===== src/rtl/stream_upsizer_pkg.sv =====
// Shared helpers for the stream width converters: lane slicing and count-width sizing.
package stream_upsizer_pkg;

    // Low bit of lane k when lanes are dw bits wide.
    function automatic int unsigned lane_lo(input int unsigned k, input int unsigned dw);
        return k * dw;
    endfunction

    // Width needed to hold a lane count in 0..scale.
    function automatic int unsigned count_width(input int unsigned scale);
        return $clog2(scale + 1);
    endfunction

endpackage


===== src/rtl/stream_out_reg.sv =====
// Registered output stage of the upsizer: holds one packed word plus its valid/ready bookkeeping.
module stream_out_reg #(
    parameter int unsigned DW = 32,
    parameter int unsigned CW = 3
) (
    input  logic          clk,
    input  logic          rst,
    input  logic          load_i,
    input  logic [DW-1:0] data_i,
    input  logic          last_i,
    input  logic [CW-1:0] count_i,
    input  logic          ready_i,
    output logic          valid_o,
    output logic [DW-1:0] data_o,
    output logic          last_o,
    output logic [CW-1:0] count_o
);

    logic          full_q, full_d;
    logic [DW-1:0] data_q, data_d;
    logic          last_q, last_d;
    logic [CW-1:0] count_q, count_d;

    // A load wins over a drain in the same cycle, so back-to-back words never bubble.
    always_comb begin
        full_d  = full_q;
        data_d  = data_q;
        last_d  = last_q;
        count_d = count_q;
        if (load_i) begin
            full_d  = 1'b1;
            data_d  = data_i;
            last_d  = last_i;
            count_d = count_i;
        end else if (full_q && ready_i) begin
            full_d = 1'b0;
        end
    end

    always_ff @(posedge clk) begin
        if (rst) begin
            full_q  <= 1'b0;
            data_q  <= '0;
            last_q  <= 1'b0;
            count_q <= '0;
        end else begin
            full_q  <= full_d;
            data_q  <= data_d;
            last_q  <= last_d;
            count_q <= count_d;
        end
    end

    assign valid_o = full_q;
    assign data_o  = data_q;
    assign last_o  = last_q;
    assign count_o = count_q;

endmodule


===== src/rtl/stream_upsizer.sv =====
// Packs SCALE narrow input beats into one wide output word; s_last_i closes a word early.
module stream_upsizer
    import stream_upsizer_pkg::*;
#(
    parameter int unsigned DW_IN = 8,
    parameter int unsigned SCALE = 4
) (
    input  logic                                clk,
    input  logic                                rst,
    input  logic [DW_IN-1:0]                    s_data_i,
    input  logic                                s_valid_i,
    input  logic                                s_last_i,
    output logic                                s_ready_o,
    output logic [DW_IN*SCALE-1:0]              m_data_o,
    output logic                                m_valid_o,
    output logic                                m_last_o,
    output logic [count_width(SCALE)-1:0]       m_count_o,
    input  logic                                m_ready_i
);

    localparam int unsigned DW_OUT = DW_IN * SCALE;
    localparam int unsigned IW     = $clog2(SCALE);
    localparam int unsigned CW     = count_width(SCALE);

    logic [DW_OUT-1:0] acc_q, acc_d;
    logic [DW_OUT-1:0] word;
    logic [IW-1:0]     idx_q, idx_d;
    logic              rst_r_q;
    logic              out_full;
    logic              wr;
    logic              complete;
    logic [CW-1:0]     word_count;

    // Ready depends only on state and m_ready_i, never on the incoming beat.
    assign s_ready_o  = !rst_r_q && (!out_full || m_ready_i);
    assign wr         = s_valid_i && s_ready_o;
    assign complete   = wr && ((idx_q == IW'(SCALE - 1)) || s_last_i);
    assign word_count = CW'(idx_q) + CW'(1);

    always_comb begin
        word  = '0;
        acc_d = acc_q;
        idx_d = idx_q;
        // Lanes above the current index stay zero on a short word.
        for (int unsigned k = 0; k < SCALE; k++) begin
            if (IW'(k) < idx_q) begin
                word[lane_lo(k, DW_IN) +: DW_IN] = acc_q[lane_lo(k, DW_IN) +: DW_IN];
            end else if (IW'(k) == idx_q) begin
                word[lane_lo(k, DW_IN) +: DW_IN] = s_data_i;
            end
        end
        if (complete) begin
            acc_d = '0;
            idx_d = '0;
        end else if (wr) begin
            acc_d[lane_lo(32'(idx_q), DW_IN) +: DW_IN] = s_data_i;
            idx_d = idx_q + IW'(1);
        end
    end

    always_ff @(posedge clk) begin
        if (rst) begin
            acc_q   <= '0;
            idx_q   <= '0;
            rst_r_q <= 1'b1;
        end else begin
            acc_q   <= acc_d;
            idx_q   <= idx_d;
            rst_r_q <= 1'b0;
        end
    end

    stream_out_reg #(
        .DW (DW_OUT),
        .CW (CW)
    ) u_out_reg (
        .clk     (clk),
        .rst     (rst),
        .load_i  (complete),
        .data_i  (word),
        .last_i  (s_last_i),
        .count_i (word_count),
        .ready_i (m_ready_i),
        .valid_o (out_full),
        .data_o  (m_data_o),
        .last_o  (m_last_o),
        .count_o (m_count_o)
    );

    assign m_valid_o = out_full;

endmodule


===== config.mk =====
export PLATFORM = sky130hd
export DESIGN_NAME = stream_upsizer
export DESIGN_NICKNAME = d
export VERILOG_FILES = /design/src/rtl/stream_upsizer_pkg.sv /design/src/rtl/stream_out_reg.sv /design/src/rtl/stream_upsizer.sv
export SDC_FILE = /design/constraint.sdc
export NUM_CORES = 1
export LEC_CHECK = 0
export ABC_AREA = 1
export CAP_MARGIN = 20
export CORE_MARGIN = 5
export CORE_UTILIZATION = 38
export CTS_CLUSTER_DIAMETER = 120
export DETAILED_ROUTE_END_ITERATION = 10
export GPL_ROUTABILITY_DRIVEN = 0
export PLACE_DENSITY = 0.72
export RECOVER_POWER = 50
export SYNTH_ARGS = -nofsm -noshare
export SYNTH_HDL_FRONTEND = slang
export SYNTH_SLANG_ARGS = --single-unit

===== constraint.sdc =====
create_clock -name clk -period 1.6 [get_ports clk]
set_clock_uncertainty 0.1 [all_clocks]
set_input_delay 0.4 -clock clk [delete_from_list [all_inputs] [get_ports clk]]
set_output_delay 0.4 -clock clk [all_outputs]
set_load 0.02 [all_outputs]

### Word level (Yosys, flattened, before mapping)

Cells that the tools add are included.

| operators by class | value |
|---|---|
| add/sub/neg operators | 3 |
| equal/unequal tests | 4 |
| bitwise operators | 0 |
| div/mod/pow operators | 0 |
| multiply operators | 0 |
| reduce and logical (&&, ||, !) cells | 11 |
| order comparisons | 4 |
| shift operators | 2 |
| mux-type cells | 12 |

Operators by type and width:

| operator | count |
|---|---|
| 8-bit 2-to-1 mux | 8 |
| 5-bit negator with 34-bit output | 1 |
| 8-bit by 34-bit variable shift with 32-bit output, first input constant | 1 |
| 8-bit by 34-bit variable part select with 32-bit output | 1 |
| 32-bit bitwise mux | 1 |
| 2-bit == test, first input constant | 2 |
| 1-bit logical AND | 4 |
| 1-bit by 2-bit < comparator with 1-bit output, first input constant | 2 |
| 2-bit < comparator, first input constant | 2 |
| 2-bit by 1-bit adder with 3-bit output, second input constant | 1 |
| 1-bit 2-to-1 mux | 3 |
| 2-bit by 1-bit adder with 2-bit output, second input constant | 1 |
| 1-bit by 2-bit == test with 1-bit output, first input constant | 1 |
| 2-bit == test, second input constant | 1 |
| 1-bit logical NOT | 2 |
| 2-bit logical NOT | 1 |
| 1-bit logical OR | 2 |
| 2-bit nonzero test | 1 |
| 2-bit OR reduction | 1 |

| word-level totals | value |
|---|---|
| memories | 0 |
| bits in read-only memories | 0 |
| input bits | 13 |
| bits in latches | 0 |
| bits in writable memories | 0 |
| register bits after elaboration | 72 |

### Longest topological paths before layout

Gate-level depths: netlist of run 1.

| logic depth | value |
|---|---|
| word-level depth | 6 |
| depth in mapped cells | 8 |

### Hierarchy

Synthesis of run 1 repeated with hierarchy kept, for this count alone.

| second synthesis, totals | value |
|---|---|
| cell total of the unflattened synthesis | 432 |
| area, all modules | 3,088.0 µm² |

By module, submodules not included:

| module | seq. area each (µm²) | area an instance (µm²) | cells an instance | times used |
|---|---|---|---|---|
| stream_upsizer | 540.5 | 1,720.4 | 272 | 1 |
| stream_out_reg | 740.7 | 1,367.6 | 160 | 1 |

### Least setup slack after synthesis of run 1

OpenSTA, ideal clock, no wires.

| path | value |
|---|---|
| kind | register to register |
| from | register idx_q[0] |
| to | register acc_q[17] |
| cell stages (with the launch flop) | 9 |
| required time | 1.430 ns |
| data arrival time | 1.523 ns |
| library setup time | 0.070 ns |
| slack | -0.093 ns |
| path buffers | 0 |
| path through | dfxtp_1 inv_1 ha_1 inv_1 nor2_1 nand2_1 nor2_1 nand2_1 a21oi_1 |

| on the way | value |
|---|---|
| longest elaborated chain between the ends | 4 |

Ends and longest elaborated chain:

| item | RTL line | source |
|---|---|---|
| start: declaration | stream_upsizer.sv:27 | `logic [IW-1:0] idx_q, idx_d;` |
| start signal: assignment | stream_upsizer.sv:68 | `idx_q <= idx_d;` |
| branches (longest 4 deep; another with 5-bit negator with 34-bit output) | - |  |
| end signal: assignment | stream_upsizer.sv:63 | `acc_q <= '0;` |
| end signal: assignment | stream_upsizer.sv:67 | `acc_q <= acc_d;` |
| end: declaration | stream_upsizer.sv:25 | `logic [DW_OUT-1:0] acc_q, acc_d;` |

Parallel ways; which one is timed is not known.
A chain may end at the register's enable or synchronous reset.

### Final worst setup path of run 1

| path | value |
|---|---|
| from | input port s_valid_i |
| to | register acc_q[11] |

| on the way | value |
|---|---|
| longest elaborated chain between the ends | 3 |

Ends and longest elaborated chain:

| item | RTL line | source |
|---|---|---|
| start: declaration | stream_upsizer.sv:11 | `input logic s_valid_i,` |
| 1-bit logical AND (*) | stream_upsizer.sv:36 | `assign wr = s_valid_i && s_ready_o;` |
| 1-bit logical AND | stream_upsizer.sv:37 | `assign complete = wr && ((idx_q == IW'(SCALE - 1)) \|\| s_last_i);` |
| 2-bit OR reduction (no line) | - |  |

Every way passes the cells marked *; elsewhere a longest branch is shown, timed or not.

==> results of run 1 <==
-- area by class of cell --
cell class	instances	area (µm²)
clock inverters	2	12.5
repair buffers	98	928
well taps	102	128
clock buffers	14	173
multi-input cells	332	1530
fillers	744	3530
flip-flops and latches	64	1290
inverters	55	218
-- power by group --
group	internal [W]	switching [W]	total, W
registers	0.00165	0.0000272	0.00168
logic	0.000267	0.000363	0.000630
clock network	0.000688	0.000604	0.00129
-- logic make-up after synthesis --
kind of cell / share of synthesized area
xor gates and xnor gates: 0.00286
AOI/OAI and AO/OA: 0.0567
DFF: 0.418
and+or+nand+nor: 0.396
buffers and inverters: 0.102
adders and majority gates: 0.0245
-- what timing repair did --
action                     in CTS  in global routing
gates cloned                    0                  3
gates resized for setup        49                 20
setup endpoints to repair      45                 46
pin swaps                       0                  7
setup buffers                   0                  7
hold buffers                    0                  0
-- per-layer routing --
metal / share of wire / wire length, µm / GRT usage
met4: 0.013 / 108 / 0.0557
met2: 0.49 / 3940 / 0.261
met3: 0.048 / 387 / 0.0389
met5: 0 / 0 / 0
met1: 0.45 / 3650 / 0.209
-- worst max-delay path: cells and delay by family --
kind | cells | cell delay, ps
compound gates | 1 | 200
buf+inv | 3 | 900
simple gates | 2 | 210
-- synth_stat cells --
| cell type | count |
|---|---|
| sky130_fd_sc_hd__inv_2 | 4 |
| sky130_fd_sc_hd__dfxtp_1 | 64 |
| sky130_fd_sc_hd__nor2_1 | 97 |
| sky130_fd_sc_hd__nand3_4 | 1 |
| sky130_fd_sc_hd__nand4_2 | 2 |
| sky130_fd_sc_hd__nor3_1 | 2 |
| sky130_fd_sc_hd__o22ai_1 | 3 |
| sky130_fd_sc_hd__clkbuf_1 | 2 |
| sky130_fd_sc_hd__ha_1 | 6 |
| sky130_fd_sc_hd__xor2_1 | 1 |
| sky130_fd_sc_hd__buf_6 | 1 |
| sky130_fd_sc_hd__buf_2 | 10 |
| sky130_fd_sc_hd__o21ai_1 | 1 |
| sky130_fd_sc_hd__nand4_4 | 1 |
| sky130_fd_sc_hd__nand3_1 | 34 |
| sky130_fd_sc_hd__o21ai_0 | 14 |
| sky130_fd_sc_hd__nand4_1 | 4 |
| sky130_fd_sc_hd__nand2_2 | 1 |
| sky130_fd_sc_hd__nor2_4 | 1 |
| sky130_fd_sc_hd__buf_1 | 2 |
| sky130_fd_sc_hd__nand2_1 | 147 |
| sky130_fd_sc_hd__inv_1 | 51 |
| sky130_fd_sc_hd__a21oi_1 | 16 |
| sky130_fd_sc_hd__buf_4 | 4 |
| sky130_fd_sc_hd__nand2_4 | 1 |
-- stage by stage --
stage	hold slack [ps]	setup WS (ps)
2_1_floorplan	328	6.12
3_3_place_gp	350	-590
3_5_place_dp	354	-598
4_1_cts	365	-106
5_1_grt	318	-23.8
6_report	303	15.3
-- registers in the layout (all words and copies together), names as in the netlist --
register,count
u_out_reg.data_o,32
u_out_reg.valid_o,1
acc_q,24
u_out_reg.count_o,3
u_out_reg.last_o,1
idx_q,2
rst_r_q,1
-- placed cells by master, fill, tap and decap left out, types with 2 or more instances in the layout --
master | netlist | routed
sky130_fd_sc_hd__inv_1 | 51 | 47
sky130_fd_sc_hd__nand2_1 | 147 | 145
sky130_fd_sc_hd__clkbuf_1 | 2 | 2
sky130_fd_sc_hd__inv_2 | 4 | 5
sky130_fd_sc_hd__dlygate4sd2_1 | 0 | 36
sky130_fd_sc_hd__clkbuf_16 | 0 | 3
sky130_fd_sc_hd__a21oi_2 | 0 | 2
sky130_fd_sc_hd__o21ai_0 | 14 | 13
sky130_fd_sc_hd__nor2_2 | 0 | 2
sky130_fd_sc_hd__clkbuf_8 | 0 | 12
sky130_fd_sc_hd__dfxtp_1 | 64 | 62
sky130_fd_sc_hd__ha_1 | 6 | 3
sky130_fd_sc_hd__nor3_1 | 2 | 2
sky130_fd_sc_hd__a21oi_1 | 16 | 14
sky130_fd_sc_hd__clkdlybuf4s50_1 | 0 | 9
sky130_fd_sc_hd__o21ai_1 | 1 | 2
sky130_fd_sc_hd__nand2_2 | 1 | 3
sky130_fd_sc_hd__dfxtp_4 | 0 | 2
sky130_fd_sc_hd__nand4_2 | 2 | 2
sky130_fd_sc_hd__buf_4 | 4 | 41
sky130_fd_sc_hd__nor2_1 | 97 | 95
sky130_fd_sc_hd__o22ai_1 | 3 | 3
sky130_fd_sc_hd__dlymetal6s2s_1 | 0 | 2
sky130_fd_sc_hd__buf_12 | 0 | 5
sky130_fd_sc_hd__clkinvlp_4 | 0 | 2
sky130_fd_sc_hd__ha_4 | 0 | 3
sky130_fd_sc_hd__nand3_1 | 34 | 33
sky130_fd_sc_hd__nand4_1 | 4 | 4
-- path summary, 6_finish.rpt --
kind,from,end,slack (ps),depth (start not counted)
setup / recovery,s_valid_i,acc_q[11],20,6
hold / removal,s_last_i,u_out_reg.last_o,300,3
setup reg to reg,idx_q[0],acc_q[11],50,6
hold reg to reg,u_out_reg.count_o[2],u_out_reg.count_o[2],360,2
==> out/results.txt, run 1 <==
The run finished with clean final reports. The clock net in this run drives a total of 64 sinks. The final instance area was 4280 µm²; the largest fanout on the critical path was 12. Counting stages on the worst path, the most repeated cell is sky130_fd_sc_hd__buf_4.

The final cycle utilization of the critical path was 0.990. The pin count of the biggest net entering global routing is 38, and the number of warnings printed during yosys synthesis is 0. Setup violations remaining at the end of the flow were counted as 0. For this design, the slowest cell found on the critical path is sky130_fd_sc_hd__clkdlybuf4s50_1. The H-tree was split into 3 levels. In this run the remaining antenna-violating nets after routing total 0. The worst setup path is captured at a register.

The tool flagged a number of max-cap violations equal to 0. Number of pins with negative max-slew slack in the final report: 0. TritonCTS created 9 clock buffers. The cell type with the highest aggregate area in the netlist is sky130_fd_sc_hd__dfxtp_1.

The synthesized net count is 489, and the via-per-instance ratio is 4.63. The initialized floorplan defines 32 standard-cell rows. Clock-pin slew was measured on the worst setup and hold paths at 60 ps. The tools report the global router's overall resource usage as 0.161. The instance count of the mapped netlist was 470.

The synthesis-stage register bit count is 64, and the total power consumption of the routed design is 0.00360 W. No sink is reached through more buffers than the 2 on the longest clock path. After routing, the total negative slack on setup checks comes to 0 ps.

The detailed-route wire length is 8080 µm. The tools report the count of unique library cells instantiated by Yosys as 25. The die covers 9960 µm². The detailed-route DRC error count is 0. Summed over all layers, the global routing overflow is 0. In this run the power density over the cells is 841 nW/µm². The proportion of layout cells with a drive suffix above 1 is 0.161. The via count of the first global-routing pass was 2845; the final core utilization was 0.548. The run gives 3940 µm² as the cell area reported after detailed placement. The run gives 0 as the count of antenna diodes in the layout. The logs give 3070 µm² for the cell area after synthesis and 3089 for the via total after detailed routing. Measured along the x axis, the die boundary spans 99.8 µm. The maximum ir drop on the vdd rail is 0.529 mV.

The signal on the critical path passes through clkdlybuf4s50_1, buf_4, nand4_1, buf_4, o21ai_0, nor2_1. The core region is 7810 µm². The die is 99.8 µm tall.

The logs give 0.393 for the initial cell density of the core and 641 for the cell total after placement. Yosys attributes the largest share of cell area to sky130_fd_sc_hd__dfxtp_1 42%, sky130_fd_sc_hd__nand2_1 18%, sky130_fd_sc_hd__nor2_1 12%. The first global-routing pass estimated 13100 µm of wire.

The worst slew margin relative to its limit was 0.748; the routed wirelength normalized by instance count was 12.1 µm. TritonCTS built the clock tree. The run gives 0 as the final-report hold violation count. 51 I/O pins were placed.

The HPWL after detailed placement is 5470 µm. Number of antenna violations at the first check in global routing: 0. At the pin with the least slew margin, the transition time is 377 ps. The later pin in the worst-skew pair is clocked with a latency of 340 ps. After the last flow step, the layout net total stands at 579. The number of buffer cells added on primary ports was 50; the proportion of synthesized chip area in sequential cells was 0.418. The worst setup path is launched from an input pin. A synthesized cell averages 6.52 µm². The tightest min-delay check is of the in2reg type. Summed over all cells, the static leakage comes to 2.23 nW.

CTS placed an instance of sky130_fd_sc_hd__clkbuf_8 at the clock tree root. Static timing analysis puts the maximum clock frequency at 631 MHz. For this block, the initial DRC count from the detailed router was 223. The smallest clock period supported by the final layout is computed as 1580 ps. For the worst setup path, the data arrival time is 1720 ps. Once layout is complete, the cells apart from fillers number 667.

Class of the most critical setup path: in2reg. The first TritonRoute pass finished after 4 iterations. The post-synthesis to final-layout area growth came out at 39.6%. Area share of the largest cell type after synthesis: 0.418. For this run, the slowest stage of the critical path takes 510 ps. For the worst setup path, the data required time is 1730 ps.
Power figures use the tool's default switching activity.
==> run 2, diff against run 1 <==
--- a/config.mk
+++ b/config.mk
@@ -7,6 +7,7 @@
 export LEC_CHECK = 0
 export ABC_AREA = 1
 export CAP_MARGIN = 20
+export CORE_ASPECT_RATIO = 0.7
 export CORE_MARGIN = 5
 export CORE_UTILIZATION = 38
 export CTS_CLUSTER_DIAMETER = 120
==> run 2 against run 1 <==
Die area up 0.29%. Critical path depth shrank 5. Clock-buffer cell count shrank 2. Utilization fell by 0.81 points. Power is 13% higher. Sequential power hardly changed. Critical endpoint is now m_data_o[28]. Largest cell class unchanged. Largest power group is now clock.
==> out/results.txt, run 2 (synthesis results as in run 1) <==
The flow ran to the end, and the final reports show no timing, DRC or antenna violations. Data on the critical path is required at its endpoint by 1100 ps. Detailed-route wire length: 8230 µm. The worst setup path is launched from a register. Summed over all cells, the static leakage comes to 2.23 nW. For the total number of placement rows, the log shows 27.

After legalization and detailed placement, the total HPWL measured 5970 µm. Leaving out fill and tap cells, the most frequent cells in the layout are 147 x sky130_fd_sc_hd__nand2_1, 95 x sky130_fd_sc_hd__nor2_1, 62 x sky130_fd_sc_hd__dfxtp_1. In this run the post-CTS setup repair buffer count came out at 0. The worst setup path is captured at a primary output. In the final routed layout, each cell accounts on average for 12.4 µm. Class of the most critical setup path: reg2out. The power density over the cells came out at 959 nW/µm². The tools report the buffer type at the clock tree root as sky130_fd_sc_hd__clkbuf_16. The via-per-instance ratio is 4.63, and the maximum ir drop on the vdd rail is 0.695 mV. For this run, the slowest stage of the critical path takes 350 ps. The number of clock buffers added by TritonCTS is 9. Worst hold-check path type: reg2reg.

The logs give 0 for the final-report hold violation count and 340 ps for the later-pin clock latency in the skew report. The final critical-path required period works out to 1530 ps. The family with the most delay on the worst path was flip-flops. Total internal power: 0.00302 W. Setup repair after global routing could not meet its margin everywhere.

The clock-pin transition on the worst setup and hold timing paths is 50 ps. Data arrives at the worst endpoint at 1030 ps. For the power share of the clock group, the log shows 0.441.

The register with the most flip-flops in the layout has 32 of them. The tools report the final core utilization as 0.540. Measured along the x axis, the die boundary spans 117 µm. The via total after detailed routing came out at 3074. The combinational power share is 0.148. The pre-antenna-repair detailed-routing pass consisted of 4 iterations. The global-route wire length before repair was 13700 µm. For this run, design rule violations remaining after detail routing come to 0. Final global-route overflow total: 0. The most common library cell in the layout ignoring fill and taps was sky130_fd_sc_hd__nand2_1. The switching share of total power is 0.260, and the maximum root-to-sink buffer count is 2.

TritonCTS built the clock tree. For the number of antenna violations at the first check in global routing, the log shows 0. For the count of max-cap constraint violations, the log shows 0. The post-synthesis to final-layout area growth works out to 38.7%. The final sum of negative setup slack is 0 ps. The global router's overall resource usage is 0.168, and the net load switching power is 0.00106 W.

The run gives 0 as the antenna violation net count after detailed routing. The run gives 3 as the maximum level of the CTS H-tree. The floorplan step defined a core boundary enclosing 7870 µm². Initial cell density of the core: 0.389.

The die height is 85.1 µm. The violation count after the first detailed-routing iteration is 275, and the pin count of the biggest net entering global routing is 34. The number of pins with negative max-slew slack in the final report was 0; the number of sinks driven by the clock tree was 64. For the final net count, the log shows 578. Walking the worst path, the cells encountered are dlygate4sd2_1. I/O pin count: 51. Once layout is done, the placed cells without fillers occupy 4250 µm². The number of antenna diodes in the final layout is 0.

The combined buffer and inverter count along the critical path was 1. The proportion of layout cells with a drive suffix above 1 is 0.147, and the transition time at the pin with the least slew margin is 349 ps. The tools report the cell area reported after detailed placement as 4020 µm². The share of total power in sequential cells came out at 0.411.

Via count of the first global-routing pass: 2880. Timing would allow up to 654 MHz. The final cycle utilization of the critical path was 0.956; the worst slew margin relative to its limit was 0.766. The slowest stage of the critical path belongs to the cell sky130_fd_sc_hd__dfxtp_1.

The largest fanout on the critical path was 2; the number of buffer cells added on primary ports was 50. Setup violations remaining at the end of the flow were counted as 0. The die covers 9990 µm².
run 2: metal layers:
metal	up-vias	routed length [µm]	global-route usage	share of wire
met2	97	3540	0.253	0.43
li1	1614	-	-	-
met3	17	625	0.0566	0.076
met4	0	184	0.0674	0.022
met1	1346	3880	0.222	0.47
met5	-	0	0	0
run 2: timing repair:
item | CTS | global route
endpoints found under the hold margin | 0 | 0
hold buffers | 0 | 0
gates resized for setup | 47 | 9
setup endpoints to repair | 44 | 57
cloned | 0 | 0
pin swaps | 1 | 1
run 2: worst register-to-register path: stages, from the launching register on:
cell	delay, ps
sky130_fd_sc_hd__dfxtp_2	360
sky130_fd_sc_hd__buf_4	140
sky130_fd_sc_hd__ha_2	270
sky130_fd_sc_hd__nand4_1	140
sky130_fd_sc_hd__buf_4	200
sky130_fd_sc_hd__o21ai_0	150
sky130_fd_sc_hd__nor2_1	60
run 2: area by class of cell:
| cell class | count | area [µm²] |
|---|---|---|
| fillers | 742 | 3620 |
| multi-input cells | 332 | 1500 |
| flip-flops and latches | 64 | 1290 |
| repair buffers | 97 | 858 |
| clock buffers | 12 | 256 |
| inverters | 55 | 206 |
| well taps | 101 | 126 |
| clock inverters | 3 | 17.5 |
run 2: metrics by stage:
stage / total power [W] / setup slack (ps) / std cells / hold slack, ps
3_3_place_gp: 0.00232 / -588 / 649 / 351
6_report: 0.00408 / 70.4 / 664 / 366
4_1_cts: 0.00413 / -121 / 664 / 368
3_5_place_dp: 0.00233 / -619 / 649 / 355
2_1_floorplan: 0.00204 / 6.12 / 470 / 328
5_1_grt: 0.00426 / -33.2 / 664 / 385
run 2: power groups by stage:
stage / registers (W) / logic (W) / clock network, W
global placement: 0.00171 / 0.000610 / 0
floorplan: 0.00176 / 0.000285 / 0
detailed placement: 0.00171 / 0.000621 / 0
CTS: 0.00168 / 0.000607 / 0.00184
global route: 0.00168 / 0.000667 / 0.00191
finish: 0.00168 / 0.000604 / 0.00180
run 2: final timing paths:
check | start | to | slack, ps | depth (start not counted)
setup / recovery | u_out_reg.data_o[28] | m_data_o[28] | 70 | 1
hold / removal | u_out_reg.data_o[25] | u_out_reg.data_o[25] | 370 | 2
setup reg to reg | idx_q[0] | acc_q[14] | 70 | 6
hold reg to reg | u_out_reg.data_o[25] | u_out_reg.data_o[25] | 370 | 2
